### src/rtl/alu_frame_ctrl.sv
// Frame sequencer for the 8-bit ALU. Collects A, B and opcode bytes, drives registered operands
// to the core, and captures the result and flags behind a valid/ready output port.
module alu_frame_ctrl (
  input  logic       clk,
  input  logic       rst_n,
  input  logic       ena,
  input  logic [7:0] in_data,
  input  logic       in_valid,
  output logic       in_ready,
  output logic [7:0] alu_a,
  output logic [7:0] alu_b,
  output logic [2:0] alu_op,
  input  logic [7:0] alu_r,
  input  logic       alu_z,
  input  logic       alu_n,
  input  logic       alu_c,
  input  logic       alu_v,
  output logic [7:0] out_data,
  output logic [4:0] out_flags,
  output logic       out_valid,
  input  logic       out_ready,
  output logic [7:0] frame_cnt
);

  typedef enum logic [2:0] {
    StGetA,
    StGetB,
    StGetOp,
    StExec,
    StDone
  } state_e;

  state_e     state_q, state_d;
  logic [7:0] a_q, a_d;
  logic [7:0] b_q, b_d;
  logic [2:0] op_q, op_d;
  logic [7:0] data_q, data_d;
  logic [4:0] flags_q, flags_d;
  logic       valid_q, valid_d;
  logic [7:0] cnt_q, cnt_d;

  logic in_xfer;
  logic out_xfer;
  logic err;

  // Ready is decoded from state only, so there is no input-to-output path.
  assign in_ready = (state_q == StGetA) || (state_q == StGetB) || (state_q == StGetOp);
  assign in_xfer  = in_valid & in_ready & ena;
  assign out_xfer = valid_q & out_ready & ena;
  assign err      = (op_q == 3'b110) || (op_q == 3'b111);

  always_comb begin
    state_d = state_q;
    a_d     = a_q;
    b_d     = b_q;
    op_d    = op_q;
    data_d  = data_q;
    flags_d = flags_q;
    valid_d = valid_q;
    cnt_d   = cnt_q;
    unique case (state_q)
      StGetA: begin
        if (in_xfer) begin
          a_d     = in_data;
          state_d = StGetB;
        end
      end
      StGetB: begin
        if (in_xfer) begin
          b_d     = in_data;
          state_d = StGetOp;
        end
      end
      StGetOp: begin
        if (in_xfer) begin
          op_d    = in_data[2:0];
          state_d = StExec;
        end
      end
      StExec: begin
        if (ena) begin
          data_d  = alu_r;
          flags_d = {err, alu_v, alu_c, alu_n, alu_z};
          valid_d = 1'b1;
          state_d = StDone;
        end
      end
      StDone: begin
        if (out_xfer) begin
          valid_d = 1'b0;
          cnt_d   = cnt_q + 8'd1;
          state_d = StGetA;
        end
      end
      default: state_d = StGetA;
    endcase
  end

  always_ff @(posedge clk or negedge rst_n) begin
    if (!rst_n) begin
      state_q <= StGetA;
      a_q     <= 8'h00;
      b_q     <= 8'h00;
      op_q    <= 3'b000;
      data_q  <= 8'h00;
      flags_q <= 5'b00000;
      valid_q <= 1'b0;
      cnt_q   <= 8'h00;
    end else begin
      state_q <= state_d;
      a_q     <= a_d;
      b_q     <= b_d;
      op_q    <= op_d;
      data_q  <= data_d;
      flags_q <= flags_d;
      valid_q <= valid_d;
      cnt_q   <= cnt_d;
    end
  end

  assign alu_a     = a_q;
  assign alu_b     = b_q;
  assign alu_op    = op_q;
  assign out_data  = data_q;
  assign out_flags = flags_q;
  assign out_valid = valid_q;
  assign frame_cnt = cnt_q;

endmodule

### config.mk
export PLATFORM = sky130hd
export DESIGN_NAME = alu_frame_ctrl
export DESIGN_NICKNAME = d
export VERILOG_FILES = /design/src/rtl/alu_frame_ctrl.sv
export SDC_FILE = /design/constraint.sdc
export NUM_CORES = 1
export LEC_CHECK = 0
export CAP_MARGIN = 20
export CORE_AREA = 2 2 82 84
export CTS_CLUSTER_SIZE = 40
export DETAILED_ROUTE_END_ITERATION = 8
export DIE_AREA = 0 0 84 86
export GPL_ROUTABILITY_DRIVEN = 1
export HOLD_SLACK_MARGIN = 0.02
export PLACE_DENSITY = 0.68
export SLEW_MARGIN = 10
export SYNTH_ARGS = -nofsm -noshare
export SYNTH_HDL_FRONTEND = slang
export SYNTH_SLANG_ARGS = --single-unit
### constraint.sdc
create_clock -name clk -period 2.3 [get_ports clk]
set_clock_uncertainty 0.15 [all_clocks]
set_input_delay 0.23 -clock clk [delete_from_list [all_inputs] [get_ports clk]]
set_output_delay 0.23 -clock clk [all_outputs]
set_load 0.05 [all_outputs]
Word level (Yosys, flattened, before mapping) --
Index checks and enable logic that the tools add are counted.
Cells by class: equality and inequality tests 11, bitwise logic cells 4, mux-type cells 9, reduce and logical (&&, ||, !) cells 12, add/subtract/negate cells 1
Operators by type and width (number):
- $mux W3 | 5
- $pmux W3 S5 | 1
- $ne A2 B2 Y1 const B | 5
- $reduce_and A2 Y1 | 5
- $eq A3 B3 Y1 const B | 3
- $add A8 B1 Y8 const B | 1
- $eq A3 B2 Y1 const B | 2
- $reduce_and A5 Y1 | 1
- $and A1 B1 Y1 | 4
- $eq A3 B1 Y1 const B | 1
- $logic_not A3 Y1 | 1
- $logic_or A1 B1 Y1 | 3
- $reduce_and A3 Y1 | 1
- $mux W1 | 2
- $pmux W1 S2 | 1
- $reduce_bool A2 Y1 | 1
Word-level totals: output and inout port bits 42, bits in registers 44, input port bits 25

Longest topological paths before layout --
depth in word-level cells 7, mapped depth 5

Least setup slack after synthesis --
Ideal clock, no wire load.
kind reg2reg, start point reg valid_q (netlist: out_valid), end point reg cnt_q[1] (netlist: frame_cnt[1]), path slack 0.501 ns, stages on the path, launching flop included 4, data arrival time 1.525 ns, period minus slack after synthesis 1.799 ns, data required time 2.025 ns, path buffers 0, setup time 0.125 ns, path through dfrtp_1 > nand4b_1 > nor2_1 > mux2_2
Between the ends: longest elaborated chain between the ends 3
Ends and longest elaborated chain:
- start: declaration | line 39 | logic valid_q, valid_d;
- start signal: assignment | line 116 | valid_q <= valid_d;
- $and A1 B1 Y1 (2 in series) | line 49 | assign out_xfer = valid_q & out_ready & ena;
- $reduce_and A2 Y1 (no source line)
- end signal: assignment | line 117 | cnt_q <= cnt_d;
- end: declaration | line 40 | logic [7:0] cnt_q, cnt_d;
Every way passes these cells. A chain may end at the register's enable or synchronous reset.

Final worst setup path --
start point reg state_q[0], end point out in_ready
Between the ends: longest elaborated chain between the ends 3, elaborated cells on any way between the ends 5, classes of those cells eq/ne: 2; reduce/logical: 3
Ends and longest elaborated chain:
- start: declaration | line 33 | state_e state_q, state_d;
- start signal: assignment | line 101 | state_q <= StGetA;
- start signal: assignment | line 110 | state_q <= state_d;
- $eq A3 B1 Y1 / $logic_not A3 Y1 (equally long branches) | line 47 | assign in_ready = (state_q == StGetA) || (state_q == StGetB) || (state_q == StGetOp);
- $logic_or A1 B1 Y1 | line 47
- $logic_or A1 B1 Y1 * | line 47
- end: declaration | line 9 | output logic in_ready,
Every way passes the cells marked *; elsewhere a longest branch is shown, timed or not.

==> impl_metrics.prom <==
# TYPE chip_impl_metric gauge
chip_impl_info{name="outcome",value="complete, no violations"} 1
chip_impl_metric{name="clkLatencyLatePin",unit="ns"} 0.28
chip_impl_metric{name="grt_overflow_total",unit=""} 0
chip_impl_metric{name="critical_path_required_time",unit="ns"} 1.92
chip_impl_metric{name="timing.critical_path.arrival",unit="ns"} 1.75
chip_impl_metric{name="post-route-min-period",unit="ns"} 2.13
chip_impl_info{name="crit_slowest_cell",value="sky130_fd_sc_hd__clkdlybuf4s50_1"} 1
chip_impl_info{name="yosys_top_cell_by_area",value="sky130_fd_sc_hd__dfrtp_1"} 1
chip_impl_metric{name="postSynthAreaPerCell",unit="sq um"} 14.5
chip_impl_metric{name="drc",unit=""} 0
chip_impl_metric{name="final_net_count",unit=""} 225
chip_impl_info{name="startpoint_type",value="flop"} 1
chip_impl_metric{name="drt_first_iter_violations",unit=""} 34
chip_impl_metric{name="h-tree-depth",unit=""} 2
chip_impl_metric{name="slew-limit-headroom",unit="%"} 64.9
chip_impl_metric{name="detailroute.via_count",unit=""} 1213
chip_impl_metric{name="die-width",unit="um"} 84
chip_impl_metric{name="cts_made_buffers",unit=""} 5
chip_impl_metric{name="avgViaCountPerCell",unit=""} 4.38
chip_impl_metric{name="initial_core_util",unit="%"} 29.3
chip_impl_metric{name="synthesis.nets",unit=""} 153
chip_impl_metric{name="grt_use_total",unit="%"} 10.9
chip_impl_metric{name="layout-area-overhead-vs-synth",unit="%"} 45.9
chip_impl_metric{name="grt_first_pass_wirelength",unit="mm"} 6.27
chip_impl_metric{name="worst_slack",unit="ns"} 0.167
chip_impl_metric{name="gp_congestion",unit=""} 0.751
chip_impl_info{name="synth-main-ff-cell",value="sky130_fd_sc_hd__dfrtp_1"} 1
chip_impl_info{name="timing.critical_path.cells",value="a21oi_1, clkdlybuf4s50_1"} 1
chip_impl_metric{name="clk_pin_slew",unit="ns"} 0.08
chip_impl_metric{name="async_flop_share",unit="%"} 100
chip_impl_metric{name="pin_count_of_the_biggest_net_entering_global_routing",unit=""} 45
chip_impl_info{name="hold_class",value="input pin to async pin"} 1
chip_impl_metric{name="clock_sinks",unit=""} 44
chip_impl_metric{name="post_synthesis_sequential_area_ratio",unit="%"} 59.9
chip_impl_info{name="cpLargestDelayFamily",value="buffers and inverters"} 1
chip_impl_info{name="cts_tree",value="done"} 1
chip_impl_metric{name="postLayoutCellArea",unit="sq um"} 2680
chip_impl_info{name="critical_path.endpoint_type",value="output pin"} 1
chip_impl_metric{name="mappedNetlistArea",unit="sq um"} 1840
chip_impl_metric{name="post_route_cells_drive_above_1_share",unit="%"} 23.0
chip_impl_metric{name="num_io_pins",unit=""} 67
chip_impl_info{name="cts_root_buffer",value="sky130_fd_sc_hd__clkbuf_8"} 1
chip_impl_metric{name="chipHeight",unit="um"} 86
chip_impl_info{name="yosys-top-cells-area",value="sky130_fd_sc_hd__dfrtp_1 (60%), sky130_fd_sc_hd__mux2_2 (15%), sky130_fd_sc_hd__mux2_4 (6.5%)"} 1
chip_impl_metric{name="placementRows",unit=""} 29
chip_impl_metric{name="final.period_utilization",unit="%"} 92.7
chip_impl_metric{name="setup-violations-final",unit=""} 0
chip_impl_metric{name="ys_ff_latch",unit=""} 44
chip_impl_metric{name="pre_cts_ws",unit="ns"} 0.215
chip_impl_metric{name="p_leak",unit="nW"} 1.19
chip_impl_metric{name="power_density",unit="nW/um^2"} 1560
chip_impl_metric{name="antenna_found_initial",unit=""} 0
chip_impl_metric{name="place.detailed.hpwl",unit="mm"} 2.76
chip_impl_metric{name="syn_inst",unit=""} 127
chip_impl_metric{name="yosys.area.top_type_share",unit="%"} 59.9
chip_impl_metric{name="coreArea",unit="sq um"} 6280
chip_impl_info{name="grt_setup_unrepaired",value="false"} 1
chip_impl_metric{name="setup_tns",unit="ns"} 0
chip_impl_metric{name="io_buffers",unit=""} 66
chip_impl_metric{name="dpl_cell_area",unit="sq um"} 2580
chip_impl_info{name="synth.most_common_cell",value="sky130_fd_sc_hd__dfrtp_1"} 1
chip_impl_metric{name="first_global_vias",unit=""} 1291
chip_impl_metric{name="drv.max_cap_violation_count",unit=""} 0
chip_impl_metric{name="largest_driver_fanout_on_the_critical_path",unit=""} 9
chip_impl_metric{name="timing.final.hold_violations",unit=""} 0
chip_impl_metric{name="yosys_warnings",unit=""} 0
chip_impl_metric{name="drt-pass1-iter-count",unit=""} 4
chip_impl_metric{name="critical-path-max-stage-delay",unit="ns"} 0.81
chip_impl_metric{name="antenna_violating_nets_post_route",unit=""} 0
chip_impl_metric{name="fp.dieArea",unit="sq um"} 7220
chip_impl_metric{name="wl_per_cell",unit="um"} 13.7
chip_impl_metric{name="synth_cell_type_count",unit=""} 27
chip_impl_info{name="synthTopCellsByCount",value="sky130_fd_sc_hd__dfrtp_1 (44), sky130_fd_sc_hd__mux2_2 (24), sky130_fd_sc_hd__mux2_4 (8), sky130_fd_sc_hd__xor2_1 (6)"} 1
chip_impl_metric{name="maxSlewViolCount",unit=""} 0
chip_impl_metric{name="cp_num_buf_inv",unit=""} 1
chip_impl_metric{name="max_freq",unit="GHz"} 0.469
chip_impl_metric{name="postRouteWirelength",unit="mm"} 3.79
chip_impl_info{name="path_class",value="flop to output pin"} 1
chip_impl_metric{name="vdd.ir_drop.worst",unit="mV"} 0.794
chip_impl_metric{name="diodes",unit=""} 0
chip_impl_metric{name="timing_worst_slew_pin_value",unit="ns"} 0.525
chip_impl_metric{name="number_of_enable_flip_flop_cells_after_synthesis",unit=""} 0
chip_impl_metric{name="setup_bufs_post_cts",unit=""} 0
chip_impl_metric{name="clock_tree.buffer_depth",unit=""} 2
-- worst register-to-register path, cell delays in order, from the launching register on --
cell and delay (ns):
sky130_fd_sc_hd__dfrtp_1 0.48, sky130_fd_sc_hd__nand3b_4 0.21, sky130_fd_sc_hd__or3_1 0.54, sky130_fd_sc_hd__mux2_4 0.38
-- area by class of cell --
class / instances / area, sq um
well taps: 77 / 96.3
flip-flops and latches: 44 / 1100
fillers: 593 / 3590
multi-input cells: 73 / 672
repair buffers: 71 / 708
clock buffers: 8 / 90.1
inverters: 4 / 15.0
-- registers in the layout, indices dropped and copies added (netlist names) --
signal     flops
frame_cnt      8
alu_op         3
alu_b          8
state_q        3
alu_a          8
out_flags      5
out_data       8
out_valid      1
-- what timing repair did --
item,CTS,global route
resized for setup,0,0
hold buffers,1,0
endpoints found under the hold margin,44,0
-- through the flow --
step / total power [W] / hold slack [ns] / util (%) / cells
floorplan: 0.00295 / -0.216 / - / 127
global placement: 0.00370 / 0.0800 / 41.1 / 268
detailed placement: 0.00373 / 0.0808 / 41.1 / 268
CTS: 0.00425 / 0.290 / 42.7 / 277
global route: 0.00439 / 0.337 / 42.7 / 277
finish: 0.00418 / 0.297 / 42.7 / 277
-- cells in the final DEF (no fill, tap or decap), types with 4 or more instances in the layout --
| master | instances |
|---|---|
| sky130_fd_sc_hd__xor2_1 | 6 |
| sky130_fd_sc_hd__dfrtp_1 | 44 |
| sky130_fd_sc_hd__nand2_1 | 5 |
| sky130_fd_sc_hd__mux2_4 | 8 |
| sky130_fd_sc_hd__clkbuf_8 | 6 |
| sky130_fd_sc_hd__a21oi_1 | 4 |
| sky130_fd_sc_hd__inv_1 | 4 |
| sky130_fd_sc_hd__clkdlybuf4s50_1 | 65 |
| sky130_fd_sc_hd__nor3_1 | 5 |
| sky130_fd_sc_hd__mux2_2 | 24 |
-- power breakdown --
part           leakage (nW)  internal, W  switching, W  total (W)
logic                 0.605     0.000908       0.00144    0.00235
clock network        0.0455     0.000245      0.000250   0.000495
registers             0.541      0.00110      0.000237    0.00134
-- metal layers --
| metal | wire, um | track usage, % | part of all wire [%] | vias to the layer above |
|---|---|---|---|---|
| met2 | 1910 | 18.2 | 50 | 31 |
| met3 | 194 | 4.14 | 5.1 | 2 |
| met5 | 0 | 0 | 0 | - |
| met4 | 19 | 3.08 | 0.50 | 0 |
| met1 | 1670 | 13.3 | 44 | 597 |
| li1 | - | - | - | 583 |
-- kinds of logic (layout without fill, tap and decap cells) --
logic type	Yosys count	count (layout)	share of synthesized area, %
flops	44	44	59.9
mux	32	32	21.2
simple gates	26	26	9.18
buf+inv	10	83	3.61
compound gates	7	7	2.11
xor+xnor	7	7	3.33
fa+ha+maj	1	1	0.680
-- path summary, 6_finish.rpt --
check,from,to,cells past startpoint,slack (ns)
max,state_q[0],in_ready,2,0.17
min,rst_n,alu_b[3],3,0.30
max reg2reg,state_q[0],alu_a[4],3,0.43
min reg2reg,frame_cnt[7],frame_cnt[7],1,0.33
max in group asynchronous,rst_n,frame_cnt[4],3,1.48
min in group clk,frame_cnt[7],frame_cnt[7],1,0.33
Note: power is estimated with default switching activity, not from simulation.
